## src/rtl/fp_mul_pipe_if.sv

```systemverilog
// Operand/result handshake bundle for fp_mul_pipe.
// The master drives operands and out_ready; the slave (the multiplier) returns in_ready and the product.
interface fp_mul_pipe_if #(
    parameter int EXP_W = 8,
    parameter int MAN_W = 23
);
    logic             in_valid;
    logic             in_ready;
    logic             sign_x;
    logic             sign_y;
    logic [EXP_W-1:0] exp_x;
    logic [EXP_W-1:0] exp_y;
    logic [MAN_W-1:0] man_x;
    logic [MAN_W-1:0] man_y;
    logic             out_valid;
    logic             out_ready;
    logic             sign_out;
    logic [EXP_W-1:0] exp_out;
    logic [MAN_W-1:0] man_out;

    modport master (
        output in_valid, sign_x, sign_y, exp_x, exp_y, man_x, man_y, out_ready,
        input  in_ready, out_valid, sign_out, exp_out, man_out
    );

    modport slave (
        input  in_valid, sign_x, sign_y, exp_x, exp_y, man_x, man_y, out_ready,
        output in_ready, out_valid, sign_out, exp_out, man_out
    );
endinterface

```

## src/rtl/fp_mul_pipe.sv

```systemverilog
// Three-stage elastic floating-point multiplier (truncating, saturating, no denormals/Inf/NaN).
// Define FP_MUL_STATUS_EN to add ovf_flag/unf_flag outputs and the saturating sat_count counter.
module fp_mul_pipe #(
    parameter int EXP_W       = 8,
    parameter int MAN_W       = 23,
    parameter int APPROX_BITS = 0
) (
    input  logic          clk,
    input  logic          rst,
    fp_mul_pipe_if.slave  bus
`ifdef FP_MUL_STATUS_EN
    ,
    output logic          ovf_flag,
    output logic          unf_flag,
    output logic [15:0]   sat_count
`endif
);
    localparam int PW = 2*MAN_W + 2;
    localparam int HW = MAN_W + 2;
    localparam int EW = EXP_W + 2;
    localparam int RW = 2 + EXP_W + MAN_W;
    localparam logic signed [EW-1:0] BIAS    = EW'((1 << (EXP_W-1)) - 1);
    localparam logic signed [EW-1:0] EXP_OVF = EW'((1 << EXP_W) - 1);
    localparam logic [MAN_W-1:0]     MAN_MASK = ~(MAN_W'((64'd1 << APPROX_BITS) - 64'd1));

    // Returns {ovf, unf, exp, man}; zero operands override both saturation cases.
    function automatic logic [RW-1:0] norm_sat(input logic zero,
                                               input logic signed [EW-1:0] e_sum,
                                               input logic [HW-1:0] prod_hi);
        logic signed [EW-1:0] e;
        logic [MAN_W-1:0]     m;
        e = e_sum + $signed({{(EW-1){1'b0}}, prod_hi[HW-1]});
        m = prod_hi[HW-1] ? prod_hi[HW-2:1] : prod_hi[HW-3:0];
        if (zero)
            return RW'(0);
        else if (e >= EXP_OVF)
            return {2'b10, EXP_W'((1 << EXP_W) - 2), {MAN_W{1'b1}}};
        else if (e <= 0)
            return {2'b01, EXP_W'(1), {MAN_W{1'b0}}};
        else
            return {2'b00, e[EXP_W-1:0], m};
    endfunction

    logic vld_p0, vld_p1, vld_p2;
    logic load_p0, load_p1, load_p2;

    logic             sign_p0, zero_p0;
    logic [EXP_W-1:0] exp_x_p0, exp_y_p0;
    logic [MAN_W-1:0] man_x_p0, man_y_p0;

    logic                 sign_p1, zero_p1;
    logic signed [EW-1:0] esum_p1;
    logic [HW-1:0]        prod_p1;

    logic             sign_p2, ovf_p2, unf_p2;
    logic [EXP_W-1:0] exp_p2;
    logic [MAN_W-1:0] man_p2;

    logic [PW-1:0] prod_full;
    logic          unused_prod_lo;

    // Ready ripples back combinationally so a full pipe can drain and refill in one cycle.
    assign load_p2     = !vld_p2 || bus.out_ready;
    assign load_p1     = !vld_p1 || load_p2;
    assign load_p0     = !vld_p0 || load_p1;
    assign bus.in_ready = load_p0;

    always_ff @(posedge clk or posedge rst) begin
        if (rst) begin
            vld_p0 <= 1'b0;
            vld_p1 <= 1'b0;
            vld_p2 <= 1'b0;
        end else begin
            if (load_p0) vld_p0 <= bus.in_valid;
            if (load_p1) vld_p1 <= vld_p0;
            if (load_p2) vld_p2 <= vld_p1;
        end
    end

    // ---- S1: operand capture, approximation mask, zero detect ----
    always_ff @(posedge clk) begin
        if (load_p0 && bus.in_valid) begin
            sign_p0  <= bus.sign_x ^ bus.sign_y;
            zero_p0  <= (bus.exp_x == '0) || (bus.exp_y == '0);
            exp_x_p0 <= bus.exp_x;
            exp_y_p0 <= bus.exp_y;
            man_x_p0 <= bus.man_x & MAN_MASK;
            man_y_p0 <= bus.man_y & MAN_MASK;
        end
    end

    // ---- S2: mantissa multiply, biased exponent sum ----
    assign prod_full      = PW'({1'b1, man_x_p0}) * PW'({1'b1, man_y_p0});
    assign unused_prod_lo = ^prod_full[PW-HW-1:0];

    always_ff @(posedge clk) begin
        if (load_p1 && vld_p0) begin
            sign_p1 <= sign_p0;
            zero_p1 <= zero_p0;
            esum_p1 <= $signed({2'b00, exp_x_p0}) + $signed({2'b00, exp_y_p0}) - BIAS;
            prod_p1 <= prod_full[PW-1 -: HW];
        end
    end

    // ---- S3: normalise and saturate; these registers drive the outputs ----
    always_ff @(posedge clk or posedge rst) begin
        if (rst) begin
            sign_p2 <= 1'b0;
            ovf_p2  <= 1'b0;
            unf_p2  <= 1'b0;
            exp_p2  <= '0;
            man_p2  <= '0;
        end else if (load_p2 && vld_p1) begin
            sign_p2 <= sign_p1;
            {ovf_p2, unf_p2, exp_p2, man_p2} <= norm_sat(zero_p1, esum_p1, prod_p1);
        end
    end

    assign bus.out_valid = vld_p2;
    assign bus.sign_out  = sign_p2;
    assign bus.exp_out   = exp_p2;
    assign bus.man_out   = man_p2;

`ifdef FP_MUL_STATUS_EN
    assign ovf_flag = ovf_p2;
    assign unf_flag = unf_p2;

    always_ff @(posedge clk or posedge rst) begin
        if (rst)
            sat_count <= '0;
        else if (vld_p2 && bus.out_ready && (ovf_p2 || unf_p2) && sat_count != 16'hFFFF)
            sat_count <= sat_count + 16'd1;
    end
`else
    logic unused_flags;
    assign unused_flags = ovf_p2 ^ unf_p2;
`endif
endmodule

```

## src/flat_wrapper.sv

```systemverilog
// flat-port wrapper written by rule: the top's interface ports become plain ports
module fp_mul_pipe_flat 
#(
    parameter int EXP_W       = 8,
    parameter int MAN_W       = 23,
    parameter int APPROX_BITS = 0
)
  (clk, rst, bus_in_valid, bus_sign_x, bus_sign_y, bus_exp_x, bus_exp_y, bus_man_x, bus_man_y, bus_out_ready, bus_in_ready, bus_out_valid, bus_sign_out, bus_exp_out, bus_man_out);
  fp_mul_pipe_if #(.EXP_W(EXP_W), .MAN_W(MAN_W)) bus_i ();
  input  logic clk;
  input  logic rst;
  input wire logic [$bits(bus_i.in_valid)-1:0] bus_in_valid;
  input wire logic [$bits(bus_i.sign_x)-1:0] bus_sign_x;
  input wire logic [$bits(bus_i.sign_y)-1:0] bus_sign_y;
  input wire logic [$bits(bus_i.exp_x)-1:0] bus_exp_x;
  input wire logic [$bits(bus_i.exp_y)-1:0] bus_exp_y;
  input wire logic [$bits(bus_i.man_x)-1:0] bus_man_x;
  input wire logic [$bits(bus_i.man_y)-1:0] bus_man_y;
  input wire logic [$bits(bus_i.out_ready)-1:0] bus_out_ready;
  output wire logic [$bits(bus_i.in_ready)-1:0] bus_in_ready;
  output wire logic [$bits(bus_i.out_valid)-1:0] bus_out_valid;
  output wire logic [$bits(bus_i.sign_out)-1:0] bus_sign_out;
  output wire logic [$bits(bus_i.exp_out)-1:0] bus_exp_out;
  output wire logic [$bits(bus_i.man_out)-1:0] bus_man_out;
  assign bus_i.in_valid = bus_in_valid;
  assign bus_i.sign_x = bus_sign_x;
  assign bus_i.sign_y = bus_sign_y;
  assign bus_i.exp_x = bus_exp_x;
  assign bus_i.exp_y = bus_exp_y;
  assign bus_i.man_x = bus_man_x;
  assign bus_i.man_y = bus_man_y;
  assign bus_i.out_ready = bus_out_ready;
  assign bus_in_ready = bus_i.in_ready;
  assign bus_out_valid = bus_i.out_valid;
  assign bus_sign_out = bus_i.sign_out;
  assign bus_exp_out = bus_i.exp_out;
  assign bus_man_out = bus_i.man_out;
  fp_mul_pipe #(.EXP_W(EXP_W), .MAN_W(MAN_W), .APPROX_BITS(APPROX_BITS)) u_core (.clk(clk), .rst(rst), .bus(bus_i));
endmodule
```

## config.mk

```make
export PLATFORM = sky130hd
export DESIGN_NAME = fp_mul_pipe_flat
export DESIGN_NICKNAME = d
export VERILOG_FILES = /design/src/rtl/fp_mul_pipe_if.sv /design/src/rtl/fp_mul_pipe.sv /design/src/flat_wrapper.sv
export SDC_FILE = /design/constraint.sdc
export NUM_CORES = 2
export LEC_CHECK = 0
export ABC_AREA = 1
export ABC_CLOCK_PERIOD_IN_PS = 14000
export CAP_MARGIN = 20
export CELL_PAD_IN_SITES_DETAIL_PLACEMENT = 0
export CELL_PAD_IN_SITES_GLOBAL_PLACEMENT = 1
export CORE_UTILIZATION = 52
export CTS_BUF_LIST = sky130_fd_sc_hd__clkbuf_4 sky130_fd_sc_hd__clkbuf_8 sky130_fd_sc_hd__clkbuf_16
export CTS_CLUSTER_SIZE = 25
export DETAILED_ROUTE_END_ITERATION = 7
export PLACE_DENSITY = 0.95
export SLEW_MARGIN = 20
export SYNTH_ARGS = -nofsm -noshare
export SYNTH_HDL_FRONTEND = slang
export SYNTH_SLANG_ARGS = --single-unit
```

## constraint.sdc

```tcl
create_clock -name clk -period 14 [get_ports clk]
set_clock_uncertainty 0.2 [all_clocks]
set_input_delay 2.8 -clock clk [delete_from_list [all_inputs] [get_ports clk]]
set_output_delay 2.8 -clock clk [all_outputs]
set_load 0.1 [all_outputs]
```

==> impl_metrics.ini <==
[outcome]
outcome = finished clean

[route]
drtIter0Drc = 1180
vias_per_cell = 5.11
vias = 19500
ant_nets = 0
wire_per_inst_um = 16.6
wl_mm = 63.2
drc_errors = 0
first_pass_iters = 5

[placement]
gp_congestion = 0.956
hpwl_mm = 49.9
portBuffers = 101

[cts]
clk_path_buf_depth = 2
worst_skew_pair.late_latency_ns = 0.49
cts_max_level = 4
cts_hold_buf = 0
path_clk_slew_ns = 0.06
cts_sinks = 136
tritoncts = built
root_buffer = clkbuf_16
cts_buffers = 17
post-cts-setup-buffers = 0
cts_resized = 0

[cells_and_area]
post-route-util = 0.577
diodes = 0
fin_nets = 3911
area_growth_pct = 9.32
drive_above_1_share = 0.0272
nFillCells = 4241

[sta]
worst_slew_margin_rel = 0.174
fin_tns_setup_ns = 0
min_period_over_period = 0.551
layout_min_cycle_time_ns = 7.71
finalSetupViolCount = 0
slew_viol_final = 0
finalHoldViolations = 0
grt_setup_unrepaired = no
max_freq_ghz = 0.130
whs_ns = 0.232
worst_pin_slew_ns = 1.24

[min_path]
worstHoldStart = u_core.zero_p0
hp-class = flip-flop to flip-flop

[critical_path]
r2r_slack_ns = 6.78
startpoint = bus_out_ready
worstSetupStartpointType = input port
r2r_end = u_core.prod_p1[13]
r2r_cells = 24
critPathMaxFanout = 3
crit_chain = clkdlybuf4s50_1, inv_1, nand2_1, nor2_1, nand2_1, clkdlybuf4s50_1
path_class = input port to output port
reg2reg_from = u_core.man_y_p0[3]
critPathMaxStageDelay_ns = 1.14
cpMaxStageDelayCell = clkdlybuf4s50_1
crit_path_end_kind = output port
required_ns = 11.00
arrival_ns = 4.71
crit_end = bus_in_ready

[yosys]
synthArstFlopShare = 0.257
synthSimpleGateAreaFrac = 0.170
syn-num-nets = 3856
synth_edf_count = 101
synth-xor-area-share = 0.0111
synth_top_family_by_area = adder cells
netlist_instances = 3126
yosysSeqAreaShare = 0.155
syn_area_per_cell_um2 = 8.06
synth_fa_ha_area_frac = 0.472
yosys_warnings = 0
synth_seq_cells = 136
synth_compound_area_frac = 0.0311
synth_top_flop_cell = edfxtp_1
synth_area_mm2 = 0.0252
ys_types = 37
muxShareOfSynthArea = 0.000894

[flow_run]
maxCapViolations = 0

[die]
io_pins = 102
fp.dieW_um = 222
start_util = 0.528
core_area_mm2 = 0.0477
num_rows = 80
die_y_um = 222
die-area_mm2 = 0.0493

[global_routing]
grt_usage = 0.277
grt_max_degree = 51
grt_pass1_wl_mm = 106
gr-total-overflow = 0
antenna_found_initial = 0
grt_pass1_vias = 21400
[sequential cells by signal, indices dropped and copies added (netlist names)]
name,flops
u_core.bus.exp_out,8
u_core.bus.man_out,23
u_core.bus.out_valid,1
u_core.bus.sign_out,1
u_core.esum_p1,10
u_core.exp_x_p0,8
u_core.exp_y_p0,8
u_core.man_x_p0,23
u_core.man_y_p0,23
u_core.prod_p1,25
u_core.sign_p0,1
u_core.sign_p1,1
u_core.vld_p0,1
u_core.vld_p1,1
u_core.zero_p0,1
u_core.zero_p1,1
[metal layers]
metal / vias to the layer above / GRT usage / wire length [um]
met2: 682 / 0.478 / 31400
met4: 0 / 0.122 / 2310
met5: - / 0 / 0
met1: 9609 / 0.336 / 25200
met3: 163 / 0.0521 / 4350
li1: 9011 / - / -
[worst min path at each step]
stage | depth (start not counted) | slack (ns) | end
3_3_place_gp | 0 | 0.20 | u_core.sign_p1
5_1_grt | 0 | 0.24 | u_core.zero_p1
6_report | 0 | 0.23 | u_core.zero_p1
4_1_cts | 0 | 0.23 | u_core.zero_p1
3_5_place_dp | 0 | 0.22 | u_core.zero_p1
2_1_floorplan | 0 | 0.20 | u_core.sign_p1
[through the flow]
step | worst slack [ns] | std cells | instance area, um2
floorplan | 7.36 | 3126 | 25200
global placement | 6.28 | 3766 | 26800
detailed placement | 6.30 | 3771 | 26800
CTS | 6.28 | 3803 | 27400
global route | 6.20 | 3809 | 27500
finish | 6.29 | 3809 | 27500
[worst max-delay path: cells and delay by family]
family        cells  cell delay (ns)
buf+inv           3             1.64
simple gates      3             0.27
[logic make-up (layout without fill, tap and decap cells)]
group                    after synthesis  after routing
AND/OR/NAND/NOR                     1094           1094
buffers and inverters               1057           1125
adder cells (fa/ha/maj)              662            662
AO/OA/AOI/OAI                        143            143
flip-flops                           136            136
XOR/XNOR                              32             32
multiplexers                           2              2
[layout make-up]
cell class | instances | area, um2 | area share
repair buffers | 144 | 1430 | 0.0519
clock buffers | 17 | 425 | 0.0154
inverters | 949 | 3560 | 0.129
multi-input cells | 1933 | 17300 | 0.627
flip-flops and latches | 136 | 3910 | 0.142
well taps | 615 | 769 | 0.0279
clock inverters | 15 | 164 | 0.00595
[synth_stat cells, types with 4 or more instances]
library cell,number,share of area
inv_1,948,0.14
nand2_1,892,0.13
fa_1,482,0.38
ha_1,180,0.089
nor2_1,107,0.016
edfxtp_1,101,0.12
clkbuf_1,100,0.015
a21oi_1,74,0.015
nand3_1,54,0.011
o21ai_0,42,0.0083
dfrtp_1,35,0.035
xor2_1,21,0.0073
nand4_1,14,0.0035
xnor2_1,11,0.0038
nor3_1,10,0.0020
a21o_1,7,0.0021
o21bai_1,7,0.0021
nor4_1,6,0.0015
buf_6,5,0.0022
o21a_1,4,0.0012
[layout by cell type (no fill, tap or decap), types with 10 or more instances in the layout]
cell,n
a21oi_1,74
buf_4,32
buf_8,10
clkbuf_16,17
clkdlybuf4s50_1,101
dfrtp_1,35
edfxtp_1,101
fa_1,482
ha_1,180
inv_1,947
nand2_1,892
nand3_1,54
nand4_1,14
nor2_1,106
nor3_1,10
o21ai_0,42
xnor2_1,11
xor2_1,21
Power is not shown: default switching activity piles up to over one toggle a cycle in this logic, so the estimate is an artifact.
